## src/rtl/fetch_unit.sv

```systemverilog
// Instruction fetch front end: PC register, credit-limited request issue,
// a 2-entry {pc, instr} buffer toward decode and discard of in-flight responses after a redirect.
module fetch_unit #(
  parameter logic [31:0] RESET_PC  = 32'h0000_0000,
  parameter logic [31:0] NOP_INSTR = 32'h0000_0013
) (
  input  logic        clk,
  input  logic        rst,
  output logic        imem_req_valid,
  input  logic        imem_req_ready,
  output logic [31:0] imem_req_addr,
  input  logic        imem_rsp_valid,
  input  logic [31:0] imem_rsp_data,
  input  logic        StallD,
  input  logic        PCSrcE,
  input  logic [31:0] PCTargetE,
  output logic        ValidD,
  output logic [31:0] InstrD,
  output logic [31:0] PCD,
  output logic [31:0] PCPlus4D
);

  typedef enum logic [1:0] {
    S_RESET = 2'd0,
    S_RUN   = 2'd1,
    S_DRAIN = 2'd2
  } state_t;

  state_t      r_state;
  state_t      w_state_next;

  logic [31:0] r_pcf;
  logic [31:0] r_fifo_pc    [2];
  logic [31:0] r_fifo_instr [2];
  logic        r_rd_ptr;
  logic        r_wr_ptr;
  logic [1:0]  r_count;
  logic [31:0] r_tag [2];
  logic        r_tag_rd;
  logic        r_tag_wr;
  logic [1:0]  r_outst;
  logic [1:0]  r_discard;

  logic        w_valid_d;
  logic        w_pop;
  logic        w_rsp_take;
  logic        w_rsp_drop;
  logic        w_push;
  logic [2:0]  w_credit_sum;
  logic        w_req_valid;
  logic        w_hs;
  logic [1:0]  w_outst_next;
  logic [1:0]  w_discard_next;

  assign w_valid_d  = (r_count != 2'd0) && !PCSrcE;
  assign w_pop      = w_valid_d && !StallD;
  // A response with nothing outstanding can only be stale, so it is ignored.
  assign w_rsp_take = imem_rsp_valid && (r_outst != 2'd0);
  assign w_rsp_drop = w_rsp_take && ((r_discard != 2'd0) || PCSrcE);
  assign w_push     = w_rsp_take && !w_rsp_drop;

  // Occupancy is counted after this cycle's pop, so a steady 1-cycle memory
  // sustains one instruction per cycle while the buffer can never overflow.
  assign w_credit_sum = {1'b0, r_count} - {2'b00, w_pop} + {1'b0, r_outst};
  assign w_req_valid  = (r_state != S_RESET) && !rst && !PCSrcE && (w_credit_sum < 3'd2);
  assign w_hs         = w_req_valid && imem_req_ready;
  assign w_outst_next = r_outst + {1'b0, w_hs} - {1'b0, w_rsp_take};

  // Discard count: a redirect reloads it with what is still in flight.
  always_comb begin
    w_discard_next = r_discard;
    if (PCSrcE) begin
      w_discard_next = w_outst_next;
    end else if (w_rsp_take && (r_discard != 2'd0)) begin
      w_discard_next = r_discard - 2'd1;
    end else begin
      w_discard_next = r_discard;
    end
  end

  // Control state register.
  always_ff @(posedge clk or posedge rst) begin
    if (rst) begin
      r_state <= S_RESET;
    end else begin
      r_state <= w_state_next;
    end
  end

  // Control next-state logic.
  always_comb begin
    w_state_next = r_state;
    case (r_state)
      S_RESET: w_state_next = S_RUN;
      S_RUN: begin
        if (PCSrcE && (w_discard_next != 2'd0)) begin
          w_state_next = S_DRAIN;
        end else begin
          w_state_next = S_RUN;
        end
      end
      S_DRAIN: begin
        if (w_discard_next == 2'd0) begin
          w_state_next = S_RUN;
        end else begin
          w_state_next = S_DRAIN;
        end
      end
      default: w_state_next = S_RESET;
    endcase
  end

  // PC, request tags, instruction buffer and counters.
  always_ff @(posedge clk or posedge rst) begin
    if (rst) begin
      r_pcf           <= RESET_PC;
      r_fifo_pc[0]    <= 32'h0000_0000;
      r_fifo_pc[1]    <= 32'h0000_0000;
      r_fifo_instr[0] <= NOP_INSTR;
      r_fifo_instr[1] <= NOP_INSTR;
      r_rd_ptr        <= 1'b0;
      r_wr_ptr        <= 1'b0;
      r_count         <= 2'd0;
      r_tag[0]        <= 32'h0000_0000;
      r_tag[1]        <= 32'h0000_0000;
      r_tag_rd        <= 1'b0;
      r_tag_wr        <= 1'b0;
      r_outst         <= 2'd0;
      r_discard       <= 2'd0;
    end else begin
      r_outst   <= w_outst_next;
      r_discard <= w_discard_next;

      if (PCSrcE) begin
        r_pcf <= {PCTargetE[31:2], 2'b00};
      end else if (w_hs) begin
        r_pcf <= r_pcf + 32'd4;
      end

      // Tags stay queued across a redirect so discarded responses still retire theirs.
      if (w_hs) begin
        r_tag[r_tag_wr] <= r_pcf;
        r_tag_wr        <= ~r_tag_wr;
      end
      if (w_rsp_take) begin
        r_tag_rd <= ~r_tag_rd;
      end

      if (PCSrcE) begin
        r_count  <= 2'd0;
        r_rd_ptr <= 1'b0;
        r_wr_ptr <= 1'b0;
      end else begin
        if (w_push) begin
          r_fifo_pc[r_wr_ptr]    <= r_tag[r_tag_rd];
          r_fifo_instr[r_wr_ptr] <= imem_rsp_data;
          r_wr_ptr               <= ~r_wr_ptr;
        end
        if (w_pop) begin
          r_rd_ptr <= ~r_rd_ptr;
        end
        r_count <= r_count + {1'b0, w_push} - {1'b0, w_pop};
      end
    end
  end

  // Decode-side view of the buffer head.
  always_comb begin
    imem_req_valid = w_req_valid;
    imem_req_addr  = r_pcf;
    ValidD         = w_valid_d;
    if (w_valid_d) begin
      InstrD   = r_fifo_instr[r_rd_ptr];
      PCD      = r_fifo_pc[r_rd_ptr];
      PCPlus4D = r_fifo_pc[r_rd_ptr] + 32'd4;
    end else begin
      InstrD   = NOP_INSTR;
      PCD      = 32'h0000_0000;
      PCPlus4D = 32'h0000_0000;
    end
  end

endmodule
```

## config.mk

```make
export PLATFORM = sky130hd
export DESIGN_NAME = fetch_unit
export DESIGN_NICKNAME = d
export VERILOG_FILES = /design/src/rtl/fetch_unit.sv
export SDC_FILE = /design/constraint.sdc
export NUM_CORES = 1
export LEC_CHECK = 0
export ABC_AREA = 1
export BUFFER_PORTS_ARGS = -buffer_cell sky130_fd_sc_hd__buf_2
export CAP_MARGIN = 40
export CORE_ASPECT_RATIO = 1.4
export CORE_MARGIN = 1
export CORE_UTILIZATION = 52
export DETAILED_ROUTE_END_ITERATION = 10
export PLACE_DENSITY = 0.8
export SYNTH_ARGS = -nofsm -noshare
export SYNTH_HDL_FRONTEND = slang
export SYNTH_SLANG_ARGS = --single-unit
```

## constraint.sdc

```tcl
create_clock -name clk -period 9 [get_ports clk]
set_input_delay 2.7 -clock clk [delete_from_list [all_inputs] [get_ports clk]]
set_output_delay 2.7 -clock clk [all_outputs]
set_load 0.1 [all_outputs]
```

# After elaboration in Yosys (flattened, before gate mapping)
# Index checks and enable logic that the tools add are counted.
[word_totals] inputBits=70 ff_bits=236 output_inout_bits=130 word_cells=102
[op_classes] order_cmp=7 n_reduce_logical=29 eq_ne=2 n_addsub=9 bitwise=9 muxes=31
[ops] op="$mux 32" n=16
[ops] op="$bwmux 64" n=3
[ops] op="$add 32x3->32 const B" n=2
[ops] op="$demux 32 s1" n=2
[ops] op="$reduce_bool 2->1" n=8
[ops] op="$logic_and 1x1->1" n=13
[ops] op="$mux 2" n=5
[ops] op="$ge 2x2->1 const B" n=4
[ops] op="$not 1->2" n=4
[ops] op="$pmux 2 s3" n=1
[ops] op="$not 1->1" n=5
[ops] op="$add 2x1->2" n=2
[ops] op="$logic_not 1->1" n=4
[ops] op="$logic_not 2->1" n=2
[ops] op="$lt 2x1->1 const B" n=2
[ops] op="$mux 1" n=4
[ops] op="$sub 2x1->2" n=2
[ops] op="$add 3x2->3" n=1
[ops] op="$lt 3x2->1 const B" n=1
[ops] op="$sub 2x1->3" n=1
[ops] op="$eq 2x1->1 const B" n=1
[ops] op="$eq 2x2->1 const B" n=1
[ops] op="$reduce_and 2->1" n=1
[ops] op="$sub 2x1->2 const B" n=1
[ops] op="$logic_or 1x1->1" n=1

# Longest topological paths before layout
# Gate-level depths: netlist of run 1.
[depth] word_depth=15 ltp_mapped=26 ltp_nobuf=24

# Worst setup path after synthesis of run 1
# OpenSTA, ideal clock, no wires.
[synth_timing] kind="in2out" start="input PCSrcE" end="output imem_req_valid" setup_slack_ns=-0.658 n_path_buf=1 required_time_ns=6.300 arrival_ns=6.958 cell_stages=10 path_cell_list="buf_6 inv_4 o21ai_1 nor2_1 inv_1 nor2_1 o21ai_0 fa_1 nand2_1 nor4_1"
[synth_between] elab_chain_len=7 elab_cells_between_ends=8 classes_between="add/sub: 2; order compare: 1; reduce/logical: 5"
[synth_rtl] item="start: declaration" line="15" source="input logic PCSrcE,"
[synth_rtl] item="$logic_not 1->1 *" line="55, 65"
[synth_rtl] item="$logic_and 1x1->1" line="55" source="assign w_valid_d = (r_count != 2'd0) && !PCSrcE;"
[synth_rtl] item="$logic_and 1x1->1" line="56" source="assign w_pop = w_valid_d && !StallD;"
[synth_rtl] item="$sub 2x1->3" line="64" source="assign w_credit_sum = {1'b0, r_count} - {2'b00, w_pop} + {1'b0, r_outst};"
[synth_rtl] item="$add 3x2->3" line="64"
[synth_rtl] item="$lt 3x2->1" line="65" source="assign w_req_valid = (r_state != S_RESET) && !rst && !PCSrcE && (w_credit_sum < 3'd2);"
[synth_rtl] item="$logic_and 1x1->1 *" line="65"
[synth_rtl] item="end: declaration" line="9" source="output logic imem_req_valid,"
# Every way passes the cells marked *; elsewhere a longest branch is shown, timed or not.

# Worst setup path after layout of run 1
# Same ends and word-level chain as after synthesis.

==> flow_summary.json, run 1 <==
{
  "outcome": "finished clean",
  "routed_wl_mm": 29.8,
  "async_reset_ff_frac": 1.00,
  "die_height_um": 184,
  "grt_pass1_vias": 10200,
  "ys_types": 39,
  "worst-path-max-fanout": 36,
  "pre_cts_ws_ns": 1.05,
  "yosysSeqAreaShare": 0.461,
  "start_kind": "primary input",
  "hold_viol_final": 0,
  "insertion_delay_ns": 0.50,
  "dr.first_iter.drc_count": 884,
  "path_class": "primary input to output pin",
  "ys_ff_latch": 226,
  "syn2layout_area_growth_pct": 14.9,
  "finalSetupViolations": 0,
  "die_w_um": 132,
  "grt_max_degree": 128,
  "grt_pass1_wl_mm": 49.3,
  "drtPass1Iterations": 5,
  "hold_ws_ns": 0.471,
  "start_util": 0.529,
  "io_pins": 200,
  "worst_clock_skew_ns": 0.0107,
  "arrival_ns": 5.20,
  "viasPerCell": 5.05,
  "clock_path_buffers": 3,
  "drc": 0,
  "rsz0062_at_grt": "false",
  "fin_nets": 1925,
  "cellLeakagePower_nw": 7.44,
  "drv_cap": 0,
  "core_um2": 23200,
  "num_vias": 10900,
  "syn_area_um2": 12300,
  "synth_top_area_cell": "dfrtp_1",
  "cts-resized-gates": 0,
  "dp_cells": 2128,
  "slew_viol_final": 0,
  "tightest_slew_ns": 0.812,
  "fin_cells": 2169,
  "cts_setup_buffers": 0,
  "synth_area_leaders": "dfrtp_1 45%, nand2_1 21%, inv_1 5.5%",
  "antenna_found_initial": 2,
  "numClockSinks": 226,
  "cp.required_ns": 6.30,
  "tns_ns": 0,
  "post_drt_wl_per_cell_um": 13.7,
  "ys_warn_count": 0,
  "cp-end-kind": "output pin",
  "port_buffers": 191,
  "grtUsageTotal": 0.248,
  "worst_slack_ns": 1.10,
  "layout-drive-gt1-share": 0.170,
  "grt.overflow.total": 0,
  "cts.clk_slew.worst_paths_ns": 0.06,
  "synth_top_flop_cell": "dfrtp_1",
  "fp-row-count": 66,
  "cts_root_buffer": "clkbuf_16",
  "dp_hpwl_mm": 20.6,
  "ir_drop_mv": 0.188,
  "ctsHoldBuffers": 0,
  "synth_edf_count": 0,
  "min_period_ns": 7.90,
  "relSlewSlack": 0.457,
  "netlist_instances": 1693,
  "fmaxAchievable_mhz": 127,
  "cts_tree": "done",
  "min_period_over_period": 0.877,
  "hp-class": "flop to flop",
  "power_density_nw_per_um2": 271,
  "htree_levels": 1,
  "synth_top_cell_area_share": 0.448,
  "die_area_um2": 24200,
  "ant_nets": 0,
  "syn_avg_cell_area_um2": 7.25,
  "numCtsBuffers": 22,
  "place_congestion": 0.947
}
-- Yosys cell counts, types with 5 or more instances --
| master | number |
|---|---|
| a21oi_1 | 12 |
| buf_1 | 6 |
| buf_2 | 29 |
| buf_4 | 9 |
| buf_6 | 5 |
| clkbuf_1 | 26 |
| dfrtp_1 | 220 |
| dfstp_2 | 6 |
| ha_1 | 8 |
| inv_1 | 179 |
| mux2_2 | 30 |
| nand2_1 | 696 |
| nand2_2 | 16 |
| nand3_1 | 60 |
| nand4_1 | 8 |
| nor2_1 | 126 |
| nor2_2 | 11 |
| nor2_4 | 6 |
| nor3_1 | 14 |
| o211ai_1 | 11 |
| o21ai_0 | 130 |
| o21ai_1 | 40 |
| xor2_1 | 18 |
-- power breakdown --
group,internal [W],total [W],switching [W]
clock network,0.000518,0.000888,0.000370
registers,0.00133,0.00153,0.000199
logic,0.000394,0.00140,0.00101
-- layer usage --
layer  vias to the layer above  wire length, um  track usage
li1                       5531                -            -
met1                      5028            13000        0.336
met2                       341            14800        0.417
met3                        46             1410       0.0248
met4                         0              643       0.0837
met5                         -                0            0
-- cells in the final DEF, fill, tap and decap left out, types with 11 or more instances in the layout --
cell type / n
nor2_2: 11
clkbuf_16: 23
inv_1: 178
nand2_2: 16
mux2_2: 30
dfrtp_1: 219
nor2_1: 126
o21ai_0: 130
a21oi_1: 12
nand3_1: 60
nand2_1: 696
buf_2: 191
xor2_1: 18
nor3_1: 14
o211ai_1: 11
o21ai_1: 39
-- kinds of logic after synthesis --
kind of cell    Yosys count  synth area share
mux                      30            0.0275
compound gates          199            0.0850
xor+xnor                 21            0.0150
simple gates            942             0.308
fa+ha+maj                 9           0.00978
other cells               1          0.000305
buf+inv                 265            0.0936
flops                   226             0.461
-- sequential cells by signal, summed over array words and instances, names as in the netlist --
signal	count
r_fifo_instr	64
r_fifo_pc	60
r_tag	60
imem_req_addr	30
r_count	2
r_discard	2
r_outst	2
r_state	2
r_rd_ptr	1
r_tag_rd	1
r_tag_wr	1
r_wr_ptr	1
-- metrics by stage --
stage                     area, um^2   util  total power [W]
after CTS                      14100  0.608          0.00385
after detailed placement       13400  0.578          0.00294
after global placement         13300  0.572          0.00288
final                          14100  0.608          0.00382
after global routing           14100  0.608          0.00408
after floorplan                12300      -          0.00264
-- worst paths after layout --
path | cells past startpoint | to | slack [ns] | from
worst max-delay path | 11 | imem_req_valid | 1.10 | PCSrcE
worst min-delay path | 2 | r_fifo_pc[35] | 0.47 | r_fifo_pc[35]
worst max register to register | 22 | r_state[0] | 5.31 | r_count[0]
worst min register to register | 2 | r_fifo_pc[35] | 0.47 | r_fifo_pc[35]
max in group asynchronous | 5 | r_fifo_instr[36] | 5.45 | rst
min in group asynchronous | 2 | r_state[1] | 2.17 | rst
-- layout make-up --
type	count	area [um^2]
fillers	2103	9090
clock buffers	36	684
clock inverters	3	17.5
well taps	306	383
repair buffers	203	1140
flip-flops and latches	226	5660
multi-input cells	1207	5500
diodes	2	5.00
inverters	186	718
-- worst max-delay path: stages --
cell and delay [ns]:
buf_2 0.33, inv_4 0.24, o21ai_4 0.07, nor2_1 0.15, inv_1 0.10, nor2_1 0.18
o21ai_0 0.15, fa_1 0.49, nand2_1 0.08, nor4_2 0.24, buf_2 0.47
Note: power is estimated with default switching activity, not from simulation.
==> run 2, diff against run 1 <==
--- a/constraint.sdc
+++ b/constraint.sdc
@@ -3,2 +3,2 @@
 set_output_delay 2.7 -clock clk [all_outputs]
-set_load 0.1 [all_outputs]
+set_load 0.05 [all_outputs]
==> flow_summary.json, run 2 (synthesis results as in run 1) <==
{
  "routed_wl_mm": 30.7,
  "dr.first_iter.drc_count": 830,
  "slew_viol_final": 0,
  "drv_cap": 0,
  "crit_cells": 11,
  "grt_max_degree": 91,
  "htree_levels": 1,
  "final_common_cell": "nand2_1",
  "fp-row-count": 66,
  "worst_slack_ns": 1.60,
  "reg2reg_depth": 21,
  "tightest_slew_ns": 0.863,
  "finalPower_w": 0.00373,
  "rsz0062_at_grt": "false",
  "cpLargestDelayFamily": "buffers and inverters",
  "dp_hpwl_mm": 21.4,
  "power_density_nw_per_um2": 263,
  "insertion_delay_ns": 0.52,
  "final_cell_mix": "696 x nand2_1, 219 x dfrtp_1, 191 x buf_2",
  "r2r-start": "r_count[0]",
  "multi_input_area_um2": 5500,
  "layout-drive-gt1-share": 0.173,
  "start_util": 0.529,
  "slowest_stage": "fa_1",
  "cts_setup_buffers": 0,
  "post_drt_wl_per_cell_um": 14.1,
  "pre_cts_ws_ns": 1.58,
  "clock_path_buffers": 3,
  "seq_area_um2": 5660,
  "die_height_um": 184,
  "grt.overflow.total": 0,
  "ctsHoldBuffers": 0,
  "relSlewSlack": 0.425,
  "dp_cells": 2129,
  "setup.worst_path.start": "PCSrcE",
  "die_area_um2": 24200,
  "cp.required_ns": 6.30,
  "cts-resized-gates": 0,
  "numCtsBuffers": 23,
  "path_class": "primary input to output pin",
  "port_buffers": 191,
  "drtPass1Iterations": 5,
  "critPathMaxStageDelay_ns": 0.50,
  "grt_pass1_wl_mm": 50.5,
  "min_period_over_period": 0.822,
  "cp_num_buf_inv": 4,
  "reg2reg_slack_ns": 5.26,
  "grt_pass1_vias": 10300,
  "cts.clk_slew.worst_paths_ns": 0.06,
  "hold_viol_final": 0,
  "fin_nets": 1927,
  "ant_nets": 0,
  "largest_reg_flops": 64,
  "reg2reg_to": "r_state[0]",
  "die_w_um": 132,
  "num_vias": 11100,
  "core_um2": 23200,
  "cellLeakagePower_nw": 7.49,
  "worst_clock_skew_ns": 0.0222,
  "setup.worst_path.end": "imem_req_valid",
  "hp-class": "flop to flop",
  "fin_cells": 2169,
  "start_kind": "primary input",
  "arrival_ns": 4.70,
  "numClockSinks": 226,
  "min_period_ns": 7.40,
  "outcome": "finished clean",
  "fmaxAchievable_mhz": 135,
  "antenna_cells": 0,
  "tns_ns": 0,
  "largest-register": "r_fifo_instr",
  "cp-end-kind": "output pin",
  "finalSetupViolations": 0,
  "grtUsageTotal": 0.255,
  "worst-path-max-fanout": 9,
  "ir_drop_mv": 0.240,
  "place_congestion": 0.902,
  "viasPerCell": 5.10,
  "antenna_found_initial": 0,
  "reg_top3": "r_fifo_instr x64, r_fifo_pc x60, r_tag x60",
  "io_pins": 200,
  "syn2layout_area_growth_pct": 15.6,
  "drc": 0,
  "cts_tree": "done",
  "cts_root_buffer": "clkbuf_16",
  "path_cells": "buf_2, inv_4, o21ai_4, nor2_1, inv_1, nor2_1, o21ai_0, fa_1, nand2_1, nor4_1, buf_2",
  "fillers": 2064
}
## run 2: changes by cell type in the layout (fill, tap and decap cells not counted), sizes merged
cell	previous run	this run
buf	203	204
bufinv	0	3
clkbuf	36	29
clkinv	3	5
diode	2	0
inv	185	188
## run 2: worst min-delay path by stage
stage                        startpoint            end  slack [ns]  depth (start not counted)
final                     r_fifo_pc[16]  r_fifo_pc[16]        0.47                          2
after global routing      r_fifo_pc[20]  r_fifo_pc[20]        0.49                          2
after CTS                 r_fifo_pc[17]  r_fifo_pc[17]        0.47                          2
after detailed placement  r_fifo_pc[17]  r_fifo_pc[17]        0.46                          2
after global placement    r_fifo_pc[16]  r_fifo_pc[16]        0.45                          2
after floorplan           r_fifo_pc[10]  r_fifo_pc[10]        0.44                          2
## run 2: layout make-up
cell class              instances  area share
clock buffers                  29      0.0450
clock inverters                11      0.0103
inverters                     186      0.0506
multi-input cells            1207       0.387
flip-flops and latches        226       0.399
well taps                     306      0.0270
repair buffers                204      0.0806
## run 2: metal layers
| layer | track usage | wire [um] | vias up | share of wire |
|---|---|---|---|---|
| li1 | - | - | 5542 | - |
| met1 | 0.335 | 13600 | 5143 | 0.44 |
| met2 | 0.444 | 15100 | 341 | 0.49 |
| met3 | 0.0265 | 1330 | 40 | 0.043 |
| met4 | 0.0763 | 649 | 0 | 0.021 |
| met5 | 0 | 0 | - | 0 |
## run 2: per-stage QoR
step                hold WS [ns]  instance area [um^2]  utilization
floorplan                  0.442                 12300            -
global placement           0.453                 13300        0.572
detailed placement         0.458                 13400        0.578
CTS                        0.473                 14200        0.612
global route               0.495                 14200        0.612
finish                     0.470                 14200        0.612
## run 2: worst register-to-register path, cell delays in order (launching register included)
cell,delay [ns]
dfrtp_1,0.42
o21ai_4,0.10
nor2_1,0.14
inv_1,0.10
nor2_1,0.17
o21ai_0,0.14
fa_1,0.50
nand2_1,0.07
nor2_1,0.10
nand3_1,0.48
ha_1,0.50
inv_1,0.05
ha_1,0.18
xor2_1,0.16
nand2_1,0.06
nand2_1,0.06
inv_1,0.04
nand2_1,0.05
nand2_1,0.06
nor2_1,0.15
nor2_1,0.06
nor2_1,0.08
## run 2: report_power, final
part	internal, W	switching (W)	leakage, nW
combinational	0.000393	0.000823	4.17
sequential	0.00133	0.000200	2.94
clock	0.000591	0.000392	0.388
